[config.mk]
export PLATFORM = sky130hd
export DESIGN_NAME = back_end_mc
export DESIGN_NICKNAME = d
export VERILOG_FILES = /design/src/rtl/back_end_mc.sv
export SDC_FILE = /design/constraint.sdc
export NUM_CORES = 1
export LEC_CHECK = 0
export ABC_AREA = 1
export CELL_PAD_IN_SITES_DETAIL_PLACEMENT = 1
export CELL_PAD_IN_SITES_GLOBAL_PLACEMENT = 2
export CORE_ASPECT_RATIO = 2
export CORE_UTILIZATION = 32
export DETAILED_ROUTE_END_ITERATION = 16
export HOLD_SLACK_MARGIN = 0.05
export PLACE_DENSITY = 0.91
export SKIP_LAST_GASP = 1
export SYNTH_ARGS = -nofsm -noshare
export SYNTH_HDL_FRONTEND = slang
export SYNTH_SLANG_ARGS = --single-unit
export TNS_END_PERCENT = 1
[constraint.sdc]
create_clock -name aclk -period 4.7 [get_ports aclk]
set_clock_uncertainty 0.05 [all_clocks]
set_input_delay 1.175 -clock aclk [delete_from_list [all_inputs] [get_ports aclk]]
set_output_delay 1.175 -clock aclk [all_outputs]
set_load 0.005 [all_outputs]
[src/rtl/back_end_mc.sv]
// back_end_mc: multi-channel output back end for the co-processor wrapper.
// Each output channel runs its own IDLE/WORK/DONE controller. The controller
// accepts a fixed number of tokens into a local output memory, then waits in
// DONE until every channel has finished. done_all pulses once when that
// happens.
//
// Handshake per channel i: the actor presents a token with wr[i]. The token is
// accepted in the same cycle only when full[i]=0, and wren[i] then mirrors
// wr[i] combinationally. A wr[i] seen while full[i]=1 is dropped: it has no
// write and no count change. The actor must treat full[i] as "not accepting".
module back_end_mc #(
  parameter  int NUM_CH = 2,
  parameter  int ADDR_W = 10,
  localparam int SIZE_W = ADDR_W + 1
) (
  input  logic                       aclk,
  input  logic                       aresetn,
  input  logic                       start,
  input  logic                       clear,
  input  logic [NUM_CH*SIZE_W-1:0]   size,
  input  logic [NUM_CH-1:0]          wr,
  output logic [NUM_CH-1:0]          wren,
  output logic [NUM_CH*ADDR_W-1:0]   addr,
  output logic [NUM_CH*SIZE_W-1:0]   count,
  output logic [NUM_CH-1:0]          full,
  output logic [NUM_CH-1:0]          done,
  output logic                       done_all,
  output logic [NUM_CH*2-1:0]        state_dbg
);

  localparam logic [1:0] S_IDLE = 2'd0;
  localparam logic [1:0] S_WORK = 2'd1;
  localparam logic [1:0] S_DONE = 2'd2;

  // Largest run a channel can hold: one token per memory word.
  localparam logic [SIZE_W-1:0] MAX_SIZE = {1'b1, {ADDR_W{1'b0}}};

  logic [1:0]        r_state      [NUM_CH];
  logic [1:0]        w_state_nxt  [NUM_CH];
  logic [SIZE_W-1:0] r_size_q     [NUM_CH];
  logic [SIZE_W-1:0] r_count      [NUM_CH];
  logic [ADDR_W-1:0] r_addr       [NUM_CH];
  logic [SIZE_W-1:0] w_size_in    [NUM_CH];
  logic [SIZE_W-1:0] w_size_clamp [NUM_CH];
  logic [NUM_CH-1:0] w_last;
  logic [NUM_CH-1:0] w_wren;
  logic [NUM_CH-1:0] w_full;
  logic [NUM_CH-1:0] w_done;
  logic              w_all_done;
  logic              r_done_all;

  // Unpack requested sizes, clamp to memory depth, and detect the final token.
  always_comb begin
    for (int i = 0; i < NUM_CH; i++) begin
      w_size_in[i]    = size[i*SIZE_W +: SIZE_W];
      w_size_clamp[i] = (w_size_in[i] > MAX_SIZE) ? MAX_SIZE : w_size_in[i];
      w_last[i]       = (r_count[i] == (r_size_q[i] - SIZE_W'(1)));
    end
  end

  assign w_all_done = &w_done;

  // State register for every channel controller.
  always_ff @(posedge aclk or negedge aresetn) begin
    if (!aresetn) begin
      for (int i = 0; i < NUM_CH; i++) r_state[i] <= S_IDLE;
    end else begin
      for (int i = 0; i < NUM_CH; i++) r_state[i] <= w_state_nxt[i];
    end
  end

  // Next-state logic: clear overrides everything; DONE releases only together.
  always_comb begin
    for (int i = 0; i < NUM_CH; i++) begin
      w_state_nxt[i] = r_state[i];
      if (clear) begin
        w_state_nxt[i] = S_IDLE;
      end else begin
        case (r_state[i])
          S_IDLE: if (start) w_state_nxt[i] = (w_size_in[i] == '0) ? S_DONE : S_WORK;
          S_WORK: if (wr[i] && w_last[i]) w_state_nxt[i] = S_DONE;
          S_DONE: if (w_all_done) w_state_nxt[i] = S_IDLE;
          default: w_state_nxt[i] = S_IDLE;
        endcase
      end
    end
  end

  // Output decode purely from state (wren additionally passes wr through in WORK).
  always_comb begin
    for (int i = 0; i < NUM_CH; i++) begin
      w_full[i] = 1'b1;
      w_done[i] = 1'b0;
      w_wren[i] = 1'b0;
      case (r_state[i])
        S_WORK: begin
          w_full[i] = 1'b0;
          w_wren[i] = wr[i];
        end
        S_DONE: w_done[i] = 1'b1;
        default: ;
      endcase
    end
  end

  // Per-channel run size, write counter and address, plus the done_all pulse.
  always_ff @(posedge aclk or negedge aresetn) begin
    if (!aresetn) begin
      r_done_all <= 1'b0;
      for (int i = 0; i < NUM_CH; i++) begin
        r_size_q[i] <= '0;
        r_count[i]  <= '0;
        r_addr[i]   <= '0;
      end
    end else if (clear) begin
      r_done_all <= 1'b0;
      for (int i = 0; i < NUM_CH; i++) begin
        r_count[i] <= '0;
        r_addr[i]  <= '0;
      end
    end else begin
      // All channels leave DONE on this same edge, so this is a single pulse.
      r_done_all <= w_all_done;
      for (int i = 0; i < NUM_CH; i++) begin
        if (r_state[i] == S_IDLE && start) begin
          r_size_q[i] <= w_size_clamp[i];
          r_count[i]  <= '0;
          r_addr[i]   <= '0;
        end else if (w_wren[i]) begin
          r_count[i] <= r_count[i] + SIZE_W'(1);
          r_addr[i]  <= r_addr[i] + ADDR_W'(1);
        end
      end
    end
  end

  // Pack per-channel values onto the flat output buses.
  always_comb begin
    addr      = '0;
    count     = '0;
    state_dbg = '0;
    for (int i = 0; i < NUM_CH; i++) begin
      addr[i*ADDR_W +: ADDR_W]  = r_addr[i];
      count[i*SIZE_W +: SIZE_W] = r_count[i];
      state_dbg[i*2 +: 2]       = r_state[i];
    end
  end

  assign wren     = w_wren;
  assign full     = w_full;
  assign done     = w_done;
  assign done_all = r_done_all;

endmodule

* Word level (Yosys, flattened, before mapping)
Cells that the tools add are included.
** Cells by class
- $add $sub $neg :: 6
- Magnitude comparators :: 2
- Eq/ne operators :: 12
- Multiplexer cells :: 30
- Bitwise logic cells :: 1
- Reductions and logical operators :: 15
** Operator list (number)
- $mux 11 :: 6
- $mux 10 :: 4
- $add 11x1->11 const B :: 2
- $eq 11x11->1 :: 2
- $gt 11x11->1 const B :: 2
- $logic_not 11->1 :: 2
- $mux 22 :: 1
- $sub 11x1->11 const B :: 2
- $add 10x1->10 const B :: 2
- $mux 20 :: 1
- $mux 2 :: 9
- $ne 3x3->1 const B :: 6
- $pmux 2 s3 :: 2
- $mux 1 :: 7
- $reduce_and 2->1 :: 3
- $reduce_and 3->1 :: 2
- $reduce_bool 3->1 :: 2
- $eq 2x1->1 const B :: 2
- $eq 2x2->1 const B :: 2
- $logic_and 1x1->1 :: 4
- $logic_not 2->1 :: 2
- $not 1->1 :: 1
** Word-level totals
- Register bits :: 69
- Input bits :: 28
- Word-level logic and storage cells :: 75

* Longest topological paths before layout
- Word-level depth :: 6
- Gate-level depth with buffers :: 14

* Worst setup path after synthesis
Ideal clock, no wire load.
- Path kind :: input -> output
- Start point :: input port wr[0]
- End point :: output port wren[0]
- Arrival time :: 1.401 ns
- Data required time :: 3.475 ns
- Path slack :: 2.074 ns
- Cell stages on the path :: 2
- Cells stage by stage :: nand2_2 inv_2
** Between the ends
- Word-level cells in the longest chain between the ends :: 1
** Ends and longest elaborated chain
- start, declared :: RTL line 21 : input logic [NUM_CH-1:0] wr,
- $mux 1 :: RTL line 95 : case (r_state[i])
- end, declared :: RTL line 22 : output logic [NUM_CH-1:0] wren,
No other way between the ends.

* Final worst setup path
Same ends and word-level chain as after synthesis.

==> results by group <==
Setup path
  • Top cell by count, worst path: clkdlybuf4s50_1
  • CP peak stage delay: between 0.5 and 0.6 ns
  • R2R Path End: addr[18]
  • Crit start category: primary input
  • Slowest-stage cell, CP: clkdlybuf4s50_1
  • Critical path origin: wr[0]
  • Critical-path cell list: clkdlybuf4s50_1 -> nand2_2 -> inv_2 -> clkdlybuf4s50_1
  • Critical path class: primary input to primary output
  • Worst setup EP type: primary output
  • RR Startpoint: state_dbg[3]
  • Crit Path Max Fanout: 10
  • CP required: ~3.5 ns
  • Crit path capture: wren[0]
  • Flop2flop setup slack: ~2.7 ns
  • CP Data Arrival Time: 2.58 ns
  • Reg2reg path depth: 10

Place
  • Hpwl dp: 11330 um
  • RD Place Congestion: 0.8546
  • Placed Cells: 805
  • Port bufs: 80

STA
  • Fin. Hold Viols: 0
  • Slew Limit Fails: 0
  • Fmax: 262.9 MHz
  • Final setup violating endpoints: 0
  • Setup_tns: 0 ns
  • Slew @ Worst Pin: 0.7160 ns
  • RSZ-0062 raised after global routing: no
  • Fin crit share: 80.94%
  • Slew margin rel.: between 50% and 60%
  • Fin crit period: 3.804 ns

Min path
  • Hold-critical path depth: 1
  • Hold Path Class: flop to flop

Clock network
  • Worst-Skew Late Latency: 0.33 ns
  • Htree depth: 3
  • # resized after CTS: 0
  • Hold-fix buffers at CTS: 0
  • # Post-CTS Setup Buffers: 0
  • CTS tree: yes
  • Clock buffer count from CTS: 9
  • Clk root buf: clkbuf_16
  • Clock Tree Buf Depth: 2
  • Clock tree sinks: 69
  • Reg clk slew, reported paths: 0.06 ns

Global routing
  • Initial antenna violation count: 0
  • Overflow after GRT: 0
  • Vias in the first global route: 4641
  • Met3 usage: 2.932%
  • Pin count of the biggest net entering global routing: between 40 and 50
  • First-pass GRT wire length: 22750 um
  • Met2 usage: 44.16%
  • Met1 usage: between 10% and 20%
  • Most Crowded Layer GR: met2
  • Gr usage total: a little over a fifth

Drt
  • Routed Antenna Nets: 0
  • Routed wire length: between 10000 and 15000 um
  • Wire per inst: 16.83 um
  • Vias: approximately 4.2k
  • DRC: 0
  • Starting DRC count in detailed routing: about 120
  • Via/cell ratio: 5.155
  • First-pass DRT Iterations: 4

Synth
  • Mapped Nets: just over 600
  • Post-synth EDFFs: 0
  • Mapped Cells: 579
  • Post-synth top area share: 40.47%
  • Yosys warnings: 0
  • Largest area contributor in the netlist: dfrtp_1
  • Asr flop ratio synth: 100.0%
  • Avg Inst Size Synth: 7.369 um2
  • Commonest register cell after synthesis: dfrtp_1
  • Synth area leaders: dfrtp_1 40%, nand2_1 12%, nand3_1 6.3%
  • Post-Syn Area: 4267 um2
  • Post-synthesis sequential area ratio: 40.47%
  • Register bit count reported by yosys: 69
  • Post-synthesis cell type count: 44

Final layout
  • Layout overhead on the synthesized area: 29.88%
  • Final net count: 698
  • Fill count: 1594
  • Register area: 1727 um2
  • Multi-input gate area: 2136 um2
  • Post-route insts no fill: approximately 820
  • N_diodes: 0
  • Layout cell share with drive strength beyond 1: 11.96%

Die
  • Core Rows: between 50 and 60
  • Top Ports: between 80 and 90
  • Core box area: around 13000 um2
  • Die area: 13830 um2
  • Initial Utilization: 32.84%
  • Die X: 83.65 um
  • Die height: 165.3 um

Power
  • Leakage: 2.488 nW
  • Peak VDD IR: 0.2353 mV
  • Pwr Density: 513.4 nW/um2
  • Total power: 2.845 mW

Status
  • Run status: complete, no violations

Flow run
  • Max Cap Viol: 0
-- layout by cell type, fill, tap and decap left out, types with 8 or more instances in the layout --
cell,instances
o21ai_1,16
nor2_1,53
nor2_2,9
a21oi_1,25
nand3_1,54
nand2_1,131
clkbuf_16,9
inv_1,69
nand4_1,8
dfrtp_1,69
inv_2,25
clkdlybuf4s50_1,79
o21ai_0,29
nor3_1,17
-- flip-flops by register name (all words and copies together) (netlist names) --
register	count
addr	20
state_dbg	4
done_all	1
r_size_q	22
count	22
-- area by class of cell --
class                           count  area share, %
Timing Repair Buffer               81          14.50
Sequential cell                    69          31.16
Tap cell                          152          3.432
Multi-Input combinational cell    407          38.54
Inverter                           96          6.503
Clock buffer                       10          4.312
Clock inverter                      6          1.558
-- metrics by stage --
stage / util, % / area, um2 / hold WS [ns] / worst slack (ns)
finish: 42.65 / 5542 / 0.4768 / 0.8959
detailed placement: 40.15 / 5216 / 0.4751 / 0.8990
global placement: 40.15 / 5216 / 0.4668 / 0.9265
CTS: 42.65 / 5542 / 0.4883 / 0.8999
global route: 42.65 / 5542 / 0.5151 / 0.8367
floorplan: - / 4267 / 0.4232 / 2.074
-- how the worst min path moves through the flow --
stage / from / endpoint / slack (ns)
after CTS: r_size_q[10] / r_size_q[10] / 0.49
after global placement: r_size_q[10] / r_size_q[10] / 0.47
after floorplan: r_size_q[10] / r_size_q[10] / 0.42
after global routing: addr[19] / addr[19] / 0.52
after detailed placement: r_size_q[10] / r_size_q[10] / 0.48
final: addr[15] / addr[15] / 0.48
-- cell families after synthesis --
kind of cell             share of synthesized area (%)
AND/OR/NAND/NOR                                  33.64
buffers and inverters                            9.472
AO/OA/AOI/OAI                                    12.40
flip-flops                                       40.47
XOR/XNOR                                         2.258
adder cells (fa/ha/maj)                          1.759
-- worst max-delay path, delay by kind of cell --
kind	cells	cell delay, ns
buffers and inverters	3	1.26
and+or+nand+nor	1	0.15
-- metal layers --
layer  up-vias  wire length, um
li1       2052                -
met1      2071             4382
met2        79             8406
met3        30              365
met4         0              664
met5         -                0
-- Yosys cell counts, types with 8 or more instances --
master / number
inv_1: 69
o21ai_1: 16
inv_2: 25
nand3_1: 54
nand2_1: 131
o21ai_0: 29
dfrtp_1: 69
nor2_2: 9
a21oi_1: 25
nor2_1: 53
nor3_1: 17
nand4_1: 8
-- report_power, final --
group          internal [mW]  switching [mW]  total [mW]
sequential             0.716           0.139       0.855
combinational          0.459           0.787        1.25
clock                  0.478           0.266       0.744
total                   1.65            1.19        2.85
Note: power is estimated with default switching activity, not from simulation.
